**src/rtl/pipe_hazard_ctrl_if.sv**
```systemverilog
// Hazard-control bundle between the pipeline sequencer (master) and the pipeline
// stages / registers it steers (slave).
interface pipe_hazard_ctrl_if #(
    parameter int PC_WIDTH = 32,
    parameter int REG_W    = 5
);
    logic [REG_W-1:0]    id_rs1;
    logic [REG_W-1:0]    id_rs2;
    logic                id_use_rs1;
    logic                id_use_rs2;
    logic [REG_W-1:0]    ex_rd;
    logic                ex_mem_read;
    logic                ex_branch_taken;
    logic [PC_WIDTH-1:0] ex_branch_target;
    logic                ex_halt;
    logic                mem_req;
    logic                mem_ready;

    logic                pc_stall;
    logic                if_id_stall;
    logic                if_id_flush;
    logic                id_ex_stall;
    logic                id_ex_flush;
    logic                ex_mem_stall;
    logic                work_ena;
    logic                redirect_valid;
    logic [PC_WIDTH-1:0] redirect_pc;
    logic                halted;

    modport master (
        input  id_rs1, id_rs2, id_use_rs1, id_use_rs2, ex_rd, ex_mem_read,
               ex_branch_taken, ex_branch_target, ex_halt, mem_req, mem_ready,
        output pc_stall, if_id_stall, if_id_flush, id_ex_stall, id_ex_flush,
               ex_mem_stall, work_ena, redirect_valid, redirect_pc, halted
    );

    modport slave (
        output id_rs1, id_rs2, id_use_rs1, id_use_rs2, ex_rd, ex_mem_read,
               ex_branch_taken, ex_branch_target, ex_halt, mem_req, mem_ready,
        input  pc_stall, if_id_stall, if_id_flush, id_ex_stall, id_ex_flush,
               ex_mem_stall, work_ena, redirect_valid, redirect_pc, halted
    );
endinterface

```
**src/rtl/pipe_hazard_ctrl.sv**
```systemverilog
// 5-stage pipeline sequencer: boot/halt sequencing, load-use, branch and memory-wait control.
// Optional perf counters when PIPE_HAZARD_CTRL_PERF_EN is defined.
module pipe_hazard_ctrl #(
    parameter int PC_WIDTH    = 32,
    parameter int BOOT_CYCLES = 4,
    parameter int REG_W       = 5
) (
    input  logic                clk,
    input  logic                rst_n,
    pipe_hazard_ctrl_if.master  hz
`ifdef PIPE_HAZARD_CTRL_PERF_EN
    ,
    output logic [31:0]         perf_stall_cnt,
    output logic [31:0]         perf_flush_cnt
`endif
);
    localparam int CNT_W = (BOOT_CYCLES > 1) ? $clog2(BOOT_CYCLES) : 1;

    typedef enum logic [1:0] {BOOT, RUN, MEM_WAIT, HALT} state_t;

    state_t              state;
    logic [CNT_W-1:0]    boot_cnt;
    logic                active;
    logic                mem_hold;
    logic                load_use;

    logic                pc_stall, if_id_stall, if_id_flush;
    logic                id_ex_stall, id_ex_flush, ex_mem_stall;
    logic                work_ena, redirect_valid, halted;
    logic [PC_WIDTH-1:0] redirect_pc;

    assign active   = (state == RUN) || (state == MEM_WAIT);
    // Wait is entered from a request in RUN; once waiting only mem_ready matters.
    assign mem_hold = ((state == RUN) && hz.mem_req && !hz.mem_ready) ||
                      ((state == MEM_WAIT) && !hz.mem_ready);
    assign load_use = hz.ex_mem_read && (hz.ex_rd != REG_W'(0)) &&
                      ((hz.id_use_rs1 && (hz.id_rs1 == hz.ex_rd)) ||
                       (hz.id_use_rs2 && (hz.id_rs2 == hz.ex_rd)));

    always_comb begin
        pc_stall       = 1'b0;
        if_id_stall    = 1'b0;
        if_id_flush    = 1'b0;
        id_ex_stall    = 1'b0;
        id_ex_flush    = 1'b0;
        ex_mem_stall   = 1'b0;
        work_ena       = 1'b0;
        redirect_valid = 1'b0;
        redirect_pc    = {PC_WIDTH{1'b0}};
        halted         = 1'b0;
        case (state)
            BOOT: pc_stall = 1'b1;
            HALT: begin
                pc_stall = 1'b1;
                halted   = 1'b1;
            end
            default: begin
                work_ena = 1'b1;
                if (mem_hold) begin
                    pc_stall     = 1'b1;
                    if_id_stall  = 1'b1;
                    id_ex_stall  = 1'b1;
                    ex_mem_stall = 1'b1;
                end else if (hz.ex_halt) begin
                    if_id_flush = 1'b1;
                    id_ex_flush = 1'b1;
                end else if (hz.ex_branch_taken) begin
                    if_id_flush    = 1'b1;
                    id_ex_flush    = 1'b1;
                    redirect_valid = 1'b1;
                    redirect_pc    = hz.ex_branch_target;
                end else if (load_use) begin
                    pc_stall    = 1'b1;
                    if_id_stall = 1'b1;
                    id_ex_flush = 1'b1;
                end
            end
        endcase
    end

    assign hz.pc_stall       = pc_stall;
    assign hz.if_id_stall    = if_id_stall;
    assign hz.if_id_flush    = if_id_flush;
    assign hz.id_ex_stall    = id_ex_stall;
    assign hz.id_ex_flush    = id_ex_flush;
    assign hz.ex_mem_stall   = ex_mem_stall;
    assign hz.work_ena       = work_ena;
    assign hz.redirect_valid = redirect_valid;
    assign hz.redirect_pc    = redirect_pc;
    assign hz.halted         = halted;

    always_ff @(posedge clk or negedge rst_n) begin
        if (!rst_n) begin
            state    <= BOOT;
            boot_cnt <= '0;
        end else begin
            case (state)
                BOOT: begin
                    if (boot_cnt == CNT_W'(BOOT_CYCLES - 1)) state <= RUN;
                    else boot_cnt <= boot_cnt + 1'b1;
                end
                RUN, MEM_WAIT: begin
                    if (mem_hold)        state <= MEM_WAIT;
                    else if (hz.ex_halt) state <= HALT;
                    else                 state <= RUN;
                end
                default: state <= HALT;
            endcase
        end
    end

`ifdef PIPE_HAZARD_CTRL_PERF_EN
    always_ff @(posedge clk or negedge rst_n) begin
        if (!rst_n) begin
            perf_stall_cnt <= '0;
            perf_flush_cnt <= '0;
        end else begin
            if (active && pc_stall && (perf_stall_cnt != 32'hFFFF_FFFF))
                perf_stall_cnt <= perf_stall_cnt + 32'd1;
            if (if_id_flush && (perf_flush_cnt != 32'hFFFF_FFFF))
                perf_flush_cnt <= perf_flush_cnt + 32'd1;
        end
    end
`endif
endmodule

```
**src/flat_wrapper.sv**
```systemverilog
// flat-port wrapper written by rule: the top's interface ports become plain ports
module pipe_hazard_ctrl_flat 
#(
    parameter int PC_WIDTH    = 32,
    parameter int BOOT_CYCLES = 4,
    parameter int REG_W       = 5
)
  (clk, rst_n, hz_id_rs1, hz_id_rs2, hz_id_use_rs1, hz_id_use_rs2, hz_ex_rd, hz_ex_mem_read, hz_ex_branch_taken, hz_ex_branch_target, hz_ex_halt, hz_mem_req, hz_mem_ready, hz_pc_stall, hz_if_id_stall, hz_if_id_flush, hz_id_ex_stall, hz_id_ex_flush, hz_ex_mem_stall, hz_work_ena, hz_redirect_valid, hz_redirect_pc, hz_halted);
  pipe_hazard_ctrl_if #(.PC_WIDTH(PC_WIDTH), .REG_W(REG_W)) hz_i ();
  input  logic clk;
  input  logic rst_n;
  input wire logic [$bits(hz_i.id_rs1)-1:0] hz_id_rs1;
  input wire logic [$bits(hz_i.id_rs2)-1:0] hz_id_rs2;
  input wire logic [$bits(hz_i.id_use_rs1)-1:0] hz_id_use_rs1;
  input wire logic [$bits(hz_i.id_use_rs2)-1:0] hz_id_use_rs2;
  input wire logic [$bits(hz_i.ex_rd)-1:0] hz_ex_rd;
  input wire logic [$bits(hz_i.ex_mem_read)-1:0] hz_ex_mem_read;
  input wire logic [$bits(hz_i.ex_branch_taken)-1:0] hz_ex_branch_taken;
  input wire logic [$bits(hz_i.ex_branch_target)-1:0] hz_ex_branch_target;
  input wire logic [$bits(hz_i.ex_halt)-1:0] hz_ex_halt;
  input wire logic [$bits(hz_i.mem_req)-1:0] hz_mem_req;
  input wire logic [$bits(hz_i.mem_ready)-1:0] hz_mem_ready;
  output wire logic [$bits(hz_i.pc_stall)-1:0] hz_pc_stall;
  output wire logic [$bits(hz_i.if_id_stall)-1:0] hz_if_id_stall;
  output wire logic [$bits(hz_i.if_id_flush)-1:0] hz_if_id_flush;
  output wire logic [$bits(hz_i.id_ex_stall)-1:0] hz_id_ex_stall;
  output wire logic [$bits(hz_i.id_ex_flush)-1:0] hz_id_ex_flush;
  output wire logic [$bits(hz_i.ex_mem_stall)-1:0] hz_ex_mem_stall;
  output wire logic [$bits(hz_i.work_ena)-1:0] hz_work_ena;
  output wire logic [$bits(hz_i.redirect_valid)-1:0] hz_redirect_valid;
  output wire logic [$bits(hz_i.redirect_pc)-1:0] hz_redirect_pc;
  output wire logic [$bits(hz_i.halted)-1:0] hz_halted;
  assign hz_i.id_rs1 = hz_id_rs1;
  assign hz_i.id_rs2 = hz_id_rs2;
  assign hz_i.id_use_rs1 = hz_id_use_rs1;
  assign hz_i.id_use_rs2 = hz_id_use_rs2;
  assign hz_i.ex_rd = hz_ex_rd;
  assign hz_i.ex_mem_read = hz_ex_mem_read;
  assign hz_i.ex_branch_taken = hz_ex_branch_taken;
  assign hz_i.ex_branch_target = hz_ex_branch_target;
  assign hz_i.ex_halt = hz_ex_halt;
  assign hz_i.mem_req = hz_mem_req;
  assign hz_i.mem_ready = hz_mem_ready;
  assign hz_pc_stall = hz_i.pc_stall;
  assign hz_if_id_stall = hz_i.if_id_stall;
  assign hz_if_id_flush = hz_i.if_id_flush;
  assign hz_id_ex_stall = hz_i.id_ex_stall;
  assign hz_id_ex_flush = hz_i.id_ex_flush;
  assign hz_ex_mem_stall = hz_i.ex_mem_stall;
  assign hz_work_ena = hz_i.work_ena;
  assign hz_redirect_valid = hz_i.redirect_valid;
  assign hz_redirect_pc = hz_i.redirect_pc;
  assign hz_halted = hz_i.halted;
  pipe_hazard_ctrl #(.PC_WIDTH(PC_WIDTH), .BOOT_CYCLES(BOOT_CYCLES), .REG_W(REG_W)) u_core (.clk(clk), .rst_n(rst_n), .hz(hz_i));
endmodule
```
**config.mk**
```make
export PLATFORM = sky130hd
export DESIGN_NAME = pipe_hazard_ctrl_flat
export DESIGN_NICKNAME = d
export VERILOG_FILES = /design/src/rtl/pipe_hazard_ctrl_if.sv /design/src/rtl/pipe_hazard_ctrl.sv /design/src/flat_wrapper.sv
export SDC_FILE = /design/constraint.sdc
export NUM_CORES = 1
export LEC_CHECK = 0
export BUFFER_PORTS_ARGS = -buffer_cell sky130_fd_sc_hd__buf_2
export CAP_MARGIN = 20
export CORE_ASPECT_RATIO = 0.5
export CORE_MARGIN = 2
export CORE_UTILIZATION = 27
export CTS_CLUSTER_SIZE = 40
export DETAILED_ROUTE_END_ITERATION = 8
export GPL_TIMING_DRIVEN = 1
export HOLD_SLACK_MARGIN = 0.03
export PLACE_DENSITY_LB_ADDON = 0.1
export SYNTH_ARGS = -nofsm -noshare
export SYNTH_HDL_FRONTEND = slang
export SYNTH_SLANG_ARGS = --single-unit
export TNS_END_PERCENT = 100
```
**constraint.sdc**
```tcl
create_clock -name clk -period 1.9 [get_ports clk]
set_input_delay 0.38 -clock clk [delete_from_list [all_inputs] [get_ports clk]]
set_output_delay 0.38 -clock clk [all_outputs]
set_load 0.02 [all_outputs]
```
==> run summary <==
most numerous cell in the Yosys netlist -> and2_1
worst-margin pin slew -> 0.341 ns
Max Slew Vio Count -> 0
Tmin final -> 2.23 ns
largest net degree at the start of global routing -> 18
top cells by count, synth -> and2_1 (32), xor2_1 (9), nand2_1 (6), ha_1 (5), nor2_1 (5)
IO buf count -> 96
final setup fails -> 37
first-pass GRT wire length -> 4280 um
flip-flop and latch area -> 103 um2
CTS H-tree depth -> 1
synth top area cells -> and2_1 (28%), dfrtp_1 (14%), xor2_1 (11%)
worst hold stages -> 1
FF+latch count, synth -> 4
Ys Warns -> 0
RSZ-0062 raised after global routing -> yes
DRC -> 0
io pins -> 97
R2R Path Start -> u_core.state[1]$_DFFE_PN0N_
Num CTS Buffers -> 3
P_leak -> 0.932 nW
area delta synth->final -> 158%
clock latency on the worst-skew pair -> 0.22 ns
die area -> 3050 um2
status -> finished, violations left
synthesized area -> 703 um2
Reg-to-Reg End -> u_core.state[1]$_DFFE_PN0N_
ratio of cells with drive above 1 in the final layout -> 0.833
Clock transition at path regs -> 0.03 ns
via count -> 1023
crit path max fanout -> 17
Worst setup SP type -> flip-flop
R2R setup slack -> 0.29 ns
most frequent CP cell -> buf_6
Fin Hold WS -> 0.481 ns
final core occ -> 0.715
number of synthesized flops with an enable pin -> 0
nets@finish -> 261
data arrival time of the critical path -> 1.85 ns
Max stage delay on crit path -> 0.41 ns
Setup CP Type -> flip-flop to primary output
Die H -> 40.1 um
final WL -> 3290 um
Critical Path Start -> u_core.state[1]$_DFFE_PN0N_
num rows -> 13
vias in the first global route -> 905
Max Root-Sink Buffers -> 2
ys async rst share -> 1.00
final hold vios -> 0
PD cells -> 207 nW/um2
drt wl/cell -> 14.0 um
sequential share of the synthesized area -> 0.142
Crit. End Element -> primary output
antenna violations before repair -> 0
Worst slew margin -> 0.772
Worst Hold End -> u_core.boot_cnt[0]$_DFFE_PN0P_
worst hold path class -> flip-flop to flip-flop
hold wc startpoint -> u_core.boot_cnt[0]$_DFFE_PN0P_
Syn Area/Cell -> 7.99 um2
Core Region -> 2540 um2
fmax -> 449 MHz
gr ovfl total -> 0
Max Cap Violations -> 0
HPWL Detailed -> 1910 um
Layout Skew -> 0.00542 ns
unique cell type count in the Yosys netlist -> 27
failing checks -> setup timing
die width -> 76.2 um
cell chain of the critical path -> inv_4 -> ha_4 -> a21oi_4 -> o21ai_2 -> nor3b_4 -> buf_6 -> buf_12 -> and2_2 -> buf_6
RePlAce Congestion -> 0.743
Num Clock Sinks -> 4
CP required -> 1.52 ns
worst-path cell with the longest stage delay -> dfrtp_2
area of the multi-input gates -> 697 um2
Tcrit/Tclk final -> 1.17
synthesized netlist cell count -> 88
Tot GR Track Use -> 0.182
area leader, netlist -> and2_1
R2R depth -> 9
1st-iter DRT viols -> 14
vias per inst -> 4.35
Peak VDD IR -> 0.351 mV
fill count -> 192
Final WS setup -> -0.328 ns
antenna cell count -> 0
DRT Pass-1 Iters -> 4
Root Buffer -> clkbuf_8
CTS tree -> built
Starting Density -> 0.277
post-synth top area share -> 0.285
antenna viol nets, final -> 0
ys flop type -> dfrtp_1
Mapped Nets -> 149
-- critical path, delay by kind of cell (launching register included) --
family,cells,cell delay (ns)
adder cells (fa/ha/maj),1,0.16
AND/OR/NAND/NOR,2,0.34
AO/OA/AOI/OAI,2,0.24
flip-flops,1,0.41
buffers and inverters,4,0.48
-- area by class of cell --
| class | instances | area share |
|---|---|---|
| Clock buffer | 3 | 0.0228 |
| Sequential cell | 4 | 0.0566 |
| Inverter | 3 | 0.00897 |
| Tap cell | 37 | 0.0255 |
| Timing Repair Buffer | 111 | 0.502 |
| Multi-Input combinational cell | 77 | 0.384 |
-- flip-flops by register name, indices dropped and copies added (netlist names) --
register / cells
u_core.boot_cnt: 2
u_core.state: 2
-- per-stage QoR --
step | setup slack, ns | instances | total power (W) | instance area, um2 | TNS (ns)
2_1_floorplan | -0.0161 | 88 | 0.000111 | 773 | -0.0830
3_3_place_gp | -0.0762 | 224 | 0.000179 | 1320 | -1.54
3_5_place_dp | -0.117 | 224 | 0.000180 | 1320 | -3.67
4_1_cts | -0.292 | 233 | 0.000374 | 1680 | -9.68
5_1_grt | -0.404 | 235 | 0.000395 | 1810 | -12.59
6_report | -0.328 | 235 | 0.000376 | 1810 | -9.72
-- repair_timing --
item / 4_1_cts / 5_1_grt
pin swaps: 11 / 11
setup buffers: 4 / 1
hold buffers: 1 / 0
resized for setup: 78 / 29
cloned: 1 / 1
hold endpoints to repair: 4 / 0
setup endpoints to repair: 37 / 39
-- layout by cell type (no fill, tap or decap), types with 2 or more instances in the layout --
cell type	n
and2_2	15
nand2_1	6
o21ai_2	2
inv_4	2
dfrtp_2	2
and2_4	17
ha_1	2
buf_4	13
buf_2	53
buf_6	40
nor2_1	4
clkbuf_8	3
ha_4	3
xor2_1	8
xnor2_1	2
dfrtp_1	2
-- how the worst max path moves through the flow --
| stage | end | cells after the start |
|---|---|---|
| after floorplan | hz_id_ex_flush | 6 |
| after global placement | hz_if_id_stall | 6 |
| after detailed placement | hz_redirect_pc[6] | 8 |
| after CTS | hz_redirect_pc[1] | 9 |
| after global routing | hz_redirect_pc[19] | 9 |
| final | hz_redirect_pc[19] | 9 |
-- cells by family after synthesis --
kind of cell | share of synthesized area
and+or+nand+nor | 0.443
xor gates and xnor gates | 0.137
AOI/OAI and AO/OA | 0.0979
buffers and inverters | 0.0747
adders and majority gates | 0.0890
DFF | 0.142
muxes | 0.0160
-- metal layers --
metal	vias to the layer above	routed length, um	global-route usage
li1	506	-	-
met1	460	1220	0.191
met2	53	1830	0.404
met3	4	206	0.0518
met4	0	30	0.00909
met5	-	0	0
-- power breakdown --
| group | switching [W] | leakage (nW) | internal, W | total [W] |
|---|---|---|---|---|
| Combinational | 0.0000446 | 0.865 | 0.0000652 | 0.000110 |
| Sequential | 0 | 0.0448 | 0.0000858 | 0.0000858 |
| Clock | 0.0000449 | 0.0216 | 0.000135 | 0.000180 |
| Total | 0.0000895 | 0.932 | 0.000286 | 0.000376 |
Power figures use the tool's default switching activity.
